## src/rtl/instr_encoder_pkg.sv

```systemverilog
// Shared RV32I encoder definitions. The decoder uses the same type and opcode constants.
// Contents: instruction-type codes R_TYPE..J_TYPE, base opcodes, the S1 payload
// struct, and a sign-extension helper used by the optional immediate range checks.
package instr_encoder_pkg;

   localparam int unsigned XLEN = 32;

   // Instruction format codes, shared with the decoder
   localparam logic [2:0] R_TYPE = 3'd0;
   localparam logic [2:0] I_TYPE = 3'd1;
   localparam logic [2:0] S_TYPE = 3'd2;
   localparam logic [2:0] B_TYPE = 3'd3;
   localparam logic [2:0] U_TYPE = 3'd4;
   localparam logic [2:0] J_TYPE = 3'd5;

   // Base opcodes
   localparam logic [6:0] OP_LUI    = 7'h37;
   localparam logic [6:0] OP_JAL    = 7'h6F;
   localparam logic [6:0] OP_BRANCH = 7'h63;
   localparam logic [6:0] OP_STORE  = 7'h23;
   localparam logic [6:0] OP_IMM    = 7'h13;
   localparam logic [6:0] OP_REG    = 7'h33;

   // Decoded fields of one instruction, held in S1
   typedef struct packed {
      logic [2:0]      itype;
      logic [6:0]      opcode;
      logic [4:0]      rd;
      logic [4:0]      rs1;
      logic [4:0]      rs2;
      logic [2:0]      funct3;
      logic [6:0]      funct7;
      logic [XLEN-1:0] imm;
   } enc_fields_t;

   // True when v[31:lsb] are all equal, i.e. v fits a signed field of lsb+1 bits
   function automatic logic sext_fits(input logic [XLEN-1:0] v, input int unsigned lsb);
      logic [XLEN-1:0] sh;
      sh = XLEN'($signed(v) >>> lsb);
      return (&sh) || !(|sh);
   endfunction

endpackage

```

## src/rtl/imm_packer.sv

```systemverilog
// Combinational field packer: maps instruction type, fields and immediate to a
// 32-bit RV32I word and flags entries that cannot be encoded.
// Ports: fields (in, enc_fields_t), word (out, 32), err (out, illegal type or range violation).
// Define INSTR_ENC_RANGE_CHECK_EN to reject immediates that do not fit their format;
// otherwise immediates are silently truncated and only illegal types are flagged.
module imm_packer
   import instr_encoder_pkg::*;
(
   input  enc_fields_t     fields,
   output logic [XLEN-1:0] word,
   output logic            err
);

   always_comb begin
      word = '0;
      err  = 1'b0;
      case (fields.itype)
         R_TYPE: word = {fields.funct7, fields.rs2, fields.rs1, fields.funct3,
                         fields.rd, fields.opcode};
         I_TYPE: begin
            word = {fields.imm[11:0], fields.rs1, fields.funct3, fields.rd, fields.opcode};
`ifdef INSTR_ENC_RANGE_CHECK_EN
            err  = !sext_fits(fields.imm, 11);
`endif
         end
         S_TYPE: begin
            word = {fields.imm[11:5], fields.rs2, fields.rs1, fields.funct3,
                    fields.imm[4:0], fields.opcode};
`ifdef INSTR_ENC_RANGE_CHECK_EN
            err  = !sext_fits(fields.imm, 11);
`endif
         end
         B_TYPE: begin
            word = {fields.imm[12], fields.imm[10:5], fields.rs2, fields.rs1,
                    fields.funct3, fields.imm[4:1], fields.imm[11], fields.opcode};
`ifdef INSTR_ENC_RANGE_CHECK_EN
            err  = fields.imm[0] || !sext_fits(fields.imm, 12);
`endif
         end
         U_TYPE: begin
            word = {fields.imm[31:12], fields.rd, fields.opcode};
`ifdef INSTR_ENC_RANGE_CHECK_EN
            err  = |fields.imm[11:0];
`endif
         end
         J_TYPE: begin
            word = {fields.imm[20], fields.imm[10:1], fields.imm[11], fields.imm[19:12],
                    fields.rd, fields.opcode};
`ifdef INSTR_ENC_RANGE_CHECK_EN
            err  = fields.imm[0] || !sext_fits(fields.imm, 20);
`endif
         end
         default: err = 1'b1;
      endcase
   end

endmodule

```

## src/rtl/instr_encoder.sv

```systemverilog
// Streaming RV32I instruction encoder feeding the instruction-memory write port.
// S1 holds the decoded fields (packed by imm_packer); S2 holds the output word.
// Ports: clk, rst_n (async, active low), clr (sync flush); in_valid/in_ready with
// in_type, in_opcode, in_rd, in_rs1, in_rs2, in_funct3, in_funct7, in_imm;
// out_valid/out_ready with out_instr, out_addr; err_pulse, err_cnt.
// Optional: INSTR_ENC_RANGE_CHECK_EN enables immediate range checks in imm_packer.
module instr_encoder
   import instr_encoder_pkg::*;
#(
   parameter logic [31:0] BASE_ADDR = 32'h0000_0000,
   parameter int unsigned ERR_CNT_W = 8
) (
   input  logic                 clk,
   input  logic                 rst_n,
   input  logic                 clr,
   input  logic                 in_valid,
   output logic                 in_ready,
   input  logic [2:0]           in_type,
   input  logic [6:0]           in_opcode,
   input  logic [4:0]           in_rd,
   input  logic [4:0]           in_rs1,
   input  logic [4:0]           in_rs2,
   input  logic [2:0]           in_funct3,
   input  logic [6:0]           in_funct7,
   input  logic [31:0]          in_imm,
   output logic                 out_valid,
   input  logic                 out_ready,
   output logic [31:0]          out_instr,
   output logic [31:0]          out_addr,
   output logic                 err_pulse,
   output logic [ERR_CNT_W-1:0] err_cnt
);

   enc_fields_t     in_fields;
   enc_fields_t     s1_fields;
   logic            s1_valid;
   logic [XLEN-1:0] s1_word;
   logic            s1_err;
   logic            s2_valid;
   logic            s1_adv_c;
   logic            s2_fire_c;
   logic            in_fire_c;

   assign in_fields = '{itype: in_type, opcode: in_opcode, rd: in_rd, rs1: in_rs1,
                        rs2: in_rs2, funct3: in_funct3, funct7: in_funct7, imm: in_imm};

   imm_packer u_imm_packer (
      .fields (s1_fields),
      .word   (s1_word),
      .err    (s1_err)
   );

   // Erroneous entries leave S1 unconditionally since they never occupy S2
   assign s2_fire_c = s2_valid && out_ready;
   assign s1_adv_c  = s1_valid && (!s2_valid || out_ready || s1_err);
   assign in_ready  = rst_n && !clr && (!s1_valid || s1_adv_c);
   assign in_fire_c = in_valid && in_ready;
   assign out_valid = s2_valid;
   assign err_pulse = s1_valid && s1_err && !clr;

   // S1: capture decoded fields
   always_ff @(posedge clk or negedge rst_n) begin
      if (!rst_n) begin
         s1_valid  <= 1'b0;
         s1_fields <= '0;
      end else if (clr) begin
         s1_valid  <= 1'b0;
      end else if (in_fire_c) begin
         s1_valid  <= 1'b1;
         s1_fields <= in_fields;
      end else if (s1_adv_c) begin
         s1_valid  <= 1'b0;
      end
   end

   // S2: output word; out_addr is the running address of the word held here
   always_ff @(posedge clk or negedge rst_n) begin
      if (!rst_n) begin
         s2_valid  <= 1'b0;
         out_instr <= '0;
         out_addr  <= BASE_ADDR;
      end else if (clr) begin
         s2_valid  <= 1'b0;
         out_addr  <= BASE_ADDR;
      end else begin
         if (s2_fire_c) begin
            out_addr <= out_addr + 32'd4;
         end
         if (s1_adv_c && !s1_err) begin
            s2_valid  <= 1'b1;
            out_instr <= s1_word;
         end else if (s2_fire_c) begin
            s2_valid  <= 1'b0;
         end
      end
   end

   // Saturating count of dropped entries
   always_ff @(posedge clk or negedge rst_n) begin
      if (!rst_n) begin
         err_cnt <= '0;
      end else if (clr) begin
         err_cnt <= '0;
      end else if (err_pulse && (err_cnt != {ERR_CNT_W{1'b1}})) begin
         err_cnt <= err_cnt + ERR_CNT_W'(1);
      end
   end

endmodule

```

## config.mk

```make
export PLATFORM = sky130hd
export DESIGN_NAME = instr_encoder
export DESIGN_NICKNAME = d
export VERILOG_FILES = /design/src/rtl/instr_encoder_pkg.sv /design/src/rtl/imm_packer.sv /design/src/rtl/instr_encoder.sv
export SDC_FILE = /design/constraint.sdc
export NUM_CORES = 1
export LEC_CHECK = 0
export ABC_AREA = 1
export CORE_MARGIN = 2
export CORE_UTILIZATION = 46
export DETAILED_ROUTE_END_ITERATION = 16
export PLACE_DENSITY = 0.77
export SLEW_MARGIN = 20
export SYNTH_ARGS = -nofsm -noshare
export SYNTH_HDL_FRONTEND = slang
export SYNTH_SLANG_ARGS = --single-unit
```

## constraint.sdc

```tcl
create_clock -name clk -period 1.5 [get_ports clk]
set_clock_uncertainty 0.1 [all_clocks]
set_input_delay 0.375 -clock clk [delete_from_list [all_inputs] [get_ports clk]]
set_output_delay 0.375 -clock clk [all_outputs]
set_load 0.1 [all_outputs]
```

Word-level counts from Yosys, hierarchy flattened. Index checks and enable logic that the tools add are counted.

Latch bits: 0. Bits of input ports: 72. Memories kept: 0. Memory bits (writable): 0. Bits in read-only memories: 0. Bits in registers: 141. Logic and storage cells: 57. Output and inout port bits: 75.

Reductions and logical operators: 23. Div/mod/pow operators: 0. Add/sub/neg operators: 2. Magnitude comparators: 0. Shift operators: 0. Bitwise logic cells: 1. Multiply operators: 0. Mux-type cells: 12. Equal/unequal tests: 6.

Operator list (count): $pmux W32 S6 (1); $mux W32 (2); $add A32 B3 Y32 const B (1); $mux W8 (2); $logic_and A1 B1 Y1 (9); $add A8 B1 Y8 const B (1); $ne A8 B8 Y1 const B (1); $mux W1 (7); $eq A3 B2 Y1 const B (2); $eq A3 B3 Y1 const B (2); $reduce_bool A3 Y1 (2); $reduce_or A6 Y1 (1); $reduce_and A2 Y1 (2); $reduce_bool A2 Y1 (2); $eq A3 B1 Y1 const B (1); $logic_not A1 Y1 (3); $logic_not A3 Y1 (1); $logic_or A1 B1 Y1 (3); $not A1 Y1 (1).

Depth between registers and ports, before layout.
Depth in word-level cells: 10. Depth in mapped cells: 10. Mapped depth without buffers: 10.

Hierarchy. From an unflattened synthesis, not the netlist that was laid out.

Cells, all modules: 829. Area, all modules: 6735.2 um^2.

By module, submodules not included: instr_encoder (area each 6160.9 um^2, times used 1, sequential area each 3478.3 um^2, cells each 701); imm_packer (area each 574.3 um^2, times used 1, sequential area each 0.0 um^2, cells each 128).

Worst setup path before layout. Ideal clock, no wire load.

Path type: register to output. From: register s2_valid, in the netlist out_valid. To: output port in_ready. Data required time: 1025 ps. Path buffers: 1. Cell stages (with the launch flop): 5. Arrival time: 2200 ps. Path slack: -1175 ps. Path through: dfrtp_1 > inv_1 > nor2_1 > a31oi_4 > clkbuf_1.

Word-level cells in the longest chain between the ends: 6.

RTL lines: start, declared (RTL line instr_encoder.sv:39) `logic s2_valid;`; start signal, assigned (RTL line instr_encoder.sv:79) `s2_valid <= 1'b0;`; start signal, assigned (RTL line instr_encoder.sv:83) `s2_valid <= 1'b0;`; start signal, assigned (RTL line instr_encoder.sv:90) `s2_valid <= 1'b1;`; $logic_not A1 Y1 (RTL line instr_encoder.sv:55) `assign s1_adv_c = s1_valid && (!s2_valid || out_ready || s1_err);`; $logic_or A1 B1 Y1 (2 in series) (RTL line instr_encoder.sv:55); $logic_and A1 B1 Y1 (RTL line instr_encoder.sv:55); $logic_or A1 B1 Y1 (RTL line instr_encoder.sv:56) `assign in_ready = rst_n && !clr && (!s1_valid || s1_adv_c);`; $logic_and A1 B1 Y1 (RTL line instr_encoder.sv:56); end, declared (RTL line instr_encoder.sv:17) `output logic in_ready,`.

Every way passes these cells.

Worst setup path in the final report.
From: register s1_fields[65] (netlist name). To: output port in_ready.

Word-level cells in the longest chain between the ends: 7. Elaborated cells between the ends (all ways): 12. Those cells by class: eq/ne: 5; mux: 1; reduce/logical: 6.

RTL lines: start, declared (RTL line instr_encoder.sv:35) `enc_fields_t s1_fields;`; start signal, assigned (RTL line instr_encoder.sv:70) `s1_fields <= in_fields;`; $eq A3 B1 Y1, or another cell as far along (RTL line imm_packer.sv:17) `case (fields.itype)`; $reduce_or A6 Y1 (no source line) (*); $mux W1 (*) (RTL line imm_packer.sv:17); $logic_or A1 B1 Y1 (*) (RTL line instr_encoder.sv:55); $logic_and A1 B1 Y1 (*) (RTL line instr_encoder.sv:55); $logic_or A1 B1 Y1 (*) (RTL line instr_encoder.sv:56); $logic_and A1 B1 Y1 (*) (RTL line instr_encoder.sv:56).

Mark *: on every way between the ends. The rest lies on a longest branch, timed or not.

==> flow_metrics.env <==
export IMPL_start_kind="flip-flop"
export IMPL_grt_pass1_vias=6871
export IMPL_netlist_instances=816
export IMPL_port_buffers=144
export IMPL_intPower_mw=8.99
export IMPL_design_core_area_mm2=0.0139
export IMPL_reg2reg_setup_slack_ps=-350
export IMPL_dieWidth_um=123
export IMPL_synth_edf_count=0
export IMPL_drc=0
export IMPL_period_needed_ps=1980
export IMPL_sequentialPowerShare_pct=33.9
export IMPL_cp_depth=5
export IMPL_rr_worst_depth=8
export IMPL_cts_tree="done"
export IMPL_synth_seq_cells=139
export IMPL_placed_cells_incl_taps=1185
export IMPL_grt_use_total_pct=29.1
export IMPL_numCtsBuffers=17
export IMPL_postCtsHoldBufs=0
export IMPL_period_share_pct=132
export IMPL_htree_levels=4
export IMPL_comb_power_share_pct=38.5
export IMPL_holdWs_ps=2.59
export IMPL_clock_sinks=139
export IMPL_io_pins=147
export IMPL_path_buf_inv=3
export IMPL_tns_ps=-23410
export IMPL_clock_latency_ps=420
export IMPL_outcome="finished with violations"
export IMPL_grt_overflow=0
export IMPL_stdcell_count=1267
export IMPL_path_class="reg2out"
export IMPL_finalSetupViolCount=174
export IMPL_reg2reg_from="s1_fields[65]$_DFFE_PN0P_"
export IMPL_cap_violations=0
export IMPL_clkPwrFrac_pct=27.6
export IMPL_syn_area_mm2=0.00653
export IMPL_fmax_mhz=505
export IMPL_postRouteAntennaNets=0
export IMPL_holdCritPathClass="in2async"
export IMPL_clk_pin_slew_worst_paths_ps=60
export IMPL_crit_arrival_ps=1510
export IMPL_critPathRequiredTime_ps=1020
export IMPL_power_density_mw_per_mm2=1290
export IMPL_gp_congestion=0.871
export IMPL_finalInstanceArea_mm2=0.0113
export IMPL_initial_utilization_pct=47.1
export IMPL_routedWlPerCell_um=18.1
export IMPL_path_delay_family="buffers and inverters"
export IMPL_worstMarginPinSlew_ps=515
export IMPL_dr_pass1_iters=5
export IMPL_power_leakage_nw=5.19
export IMPL_end_kind="output pin"
export IMPL_slew_headroom_pct=65.6
export IMPL_hpwl_um=13500
export IMPL_antenna_found_initial=0
export IMPL_cpMostUsedCell="buf_12"
export IMPL_rsz0062_at_grt="yes"
export IMPL_num_vias=7067
export IMPL_ys_async_sr_fraction_pct=100
export IMPL_r2r_end="out_instr[5]$_DFFE_PN0P_"
export IMPL_worst_slack_ps=-480
export IMPL_first_iter_violations=744
export IMPL_grt_start_max_net_pins=80
export IMPL_drive_gt1_share_pct=35.7
export IMPL_yosys_warnings=0
export IMPL_vdd_drop_max_uv=1170
export IMPL_diodes=0
export IMPL_startpoint="s1_fields[65]$_DFFE_PN0P_"
export IMPL_fin_nets=1148
export IMPL_synth_yosys_seq_area_share_pct=53.2
export IMPL_place_area_mm2=0.00988
export IMPL_wl_um=22900
export IMPL_swShare_pct=38.8
export IMPL_rows=43
export IMPL_die_area_mm2=0.0152
export IMPL_crit_end="in_ready"
export IMPL_vias_per_cell=5.58
export IMPL_final_hold_viol_count=0
export IMPL_syn_avg_cell_area_um2=8.01
export IMPL_critPathMaxStageDelay_ps=380
export IMPL_die_h_um=123
export IMPL_p_switching_mw=5.71
export IMPL_path_cells="buf_6, nand2_4, a31oi_4, buf_12, buf_12"
export IMPL_clock_path_buffers=2
export IMPL_area_growth_pct=73.7
export IMPL_cts_root_buf="clkbuf_16"
export IMPL_cp_slowest_cell="dfrtp_1"
export IMPL_slew_viol_final=0
export IMPL_ys_types=33
export IMPL_synth_flop_cell="dfrtp_1"
export IMPL_grt_pass1_wl_um=33700
export IMPL_crit_fanout=2
export IMPL_violations="negative setup slack"
[per-stage QoR]
stage / setup slack, ps / utilization (%) / power (mW)
3_3_place_gp: -588 / 71.2 / 10.4
2_1_floorplan: -310 / - / 8.15
3_5_place_dp: -606 / 71.2 / 10.5
4_1_cts: -486 / 79.8 / 14.7
5_1_grt: -528 / 81.7 / 15.2
6_report: -480 / 81.7 / 14.7
[placed cells by master (no fill, tap or decap), types with 17 or more instances in the layout]
cell type	count
nand2_1	253
dfrtp_1	100
nand3_1	81
buf_12	80
buf_4	71
clkdlybuf4s50_1	68
nor2_1	49
buf_6	47
inv_1	45
dfrtp_4	29
nand3_2	25
nand4_1	19
a21oi_1	19
nor2_4	17
clkbuf_16	17
[routing by layer]
| layer | vias to the layer above | wire (um) | track usage (%) |
|---|---|---|---|
| li1 | 3148 | - | - |
| met5 | - | 0 | 0 |
| met2 | 383 | 11800 | 48.9 |
| met4 | 0 | 778 | 11.3 |
| met3 | 89 | 1750 | 7.43 |
| met1 | 3447 | 8660 | 36.0 |
[flip-flops by register name, indices dropped and copies added (netlist names)]
register	count
out_instr	32
out_valid	1
out_addr	30
s1_fields	67
err_cnt	8
s1_valid	1
[repair_timing]
action,in CTS,in global routing
setup buffers,40,9
cloned,3,0
endpoints found under the setup margin,178,205
resized for setup,66,73
pin swaps,15,40
[Yosys cell counts (4+ instances only)]
library cell	count	area, um^2
o21a_1	16	120
buf_4	5	37.5
inv_1	55	206
a21oi_1	25	125
o21ai_0	21	105
clkbuf_1	17	63.8
nand3_1	110	551
nand4_1	19	119
mux2_2	7	78.8
nand2_1	279	1050
nor2_1	71	267
buf_2	13	65.1
dfrtp_1	139	3480
nor3_1	4	20.0
[power by group through the flow]
| stage | Clock, mW | Combinational, mW | Sequential (mW) |
|---|---|---|---|
| global route | 4.26 | 5.86 | 5.04 |
| detailed placement | 0 | 5.49 | 5.02 |
| floorplan | 0 | 0.971 | 7.18 |
| global placement | 0 | 5.45 | 5.00 |
| CTS | 4.06 | 5.63 | 4.97 |
| finish | 4.06 | 5.65 | 4.98 |
[cell type report]
| type | instances | area (um^2) |
|---|---|---|
| flip-flops and latches | 139 | 3600 |
| repair buffers | 275 | 3510 |
| multi-input cells | 580 | 3190 |
| fillers | 756 | 2530 |
| clock buffers | 27 | 513 |
| inverters | 61 | 248 |
| well taps | 180 | 225 |
| clock inverters | 5 | 58.8 |
[worst register-to-register path: cells and delay by family, from the launching register on]
family	cells	cell delay, ps
mux	1	300
buf+inv	4	640
simple gates	3	280
flops	1	400
[kinds of logic after synthesis]
logic type / synth area share, %
simple gates: 31.5
flops: 53.2
buf+inv: 6.17
compound gates: 7.07
mux: 1.21
xor+xnor: 0.402
fa+ha+maj: 0.383
other cells: 0.0574
[worst min path at each step]
stage,from,to,slack [ps]
after global placement,s1_fields[22]$_DFFE_PN0P_,s1_fields[22]$_DFFE_PN0P_,350
final,rst_n,out_instr[22]$_DFFE_PN0P_,3
after CTS,rst_n,out_instr[13]$_DFFE_PN0P_,3
after global routing,rst_n,out_instr[12]$_DFFE_PN0P_,20
after floorplan,rst_n,err_cnt[2]$_DFFE_PN0P_,-20
after detailed placement,s1_fields[16]$_DFFE_PN0P_,s1_fields[16]$_DFFE_PN0P_,360
Note: power is estimated with default switching activity, not from simulation.
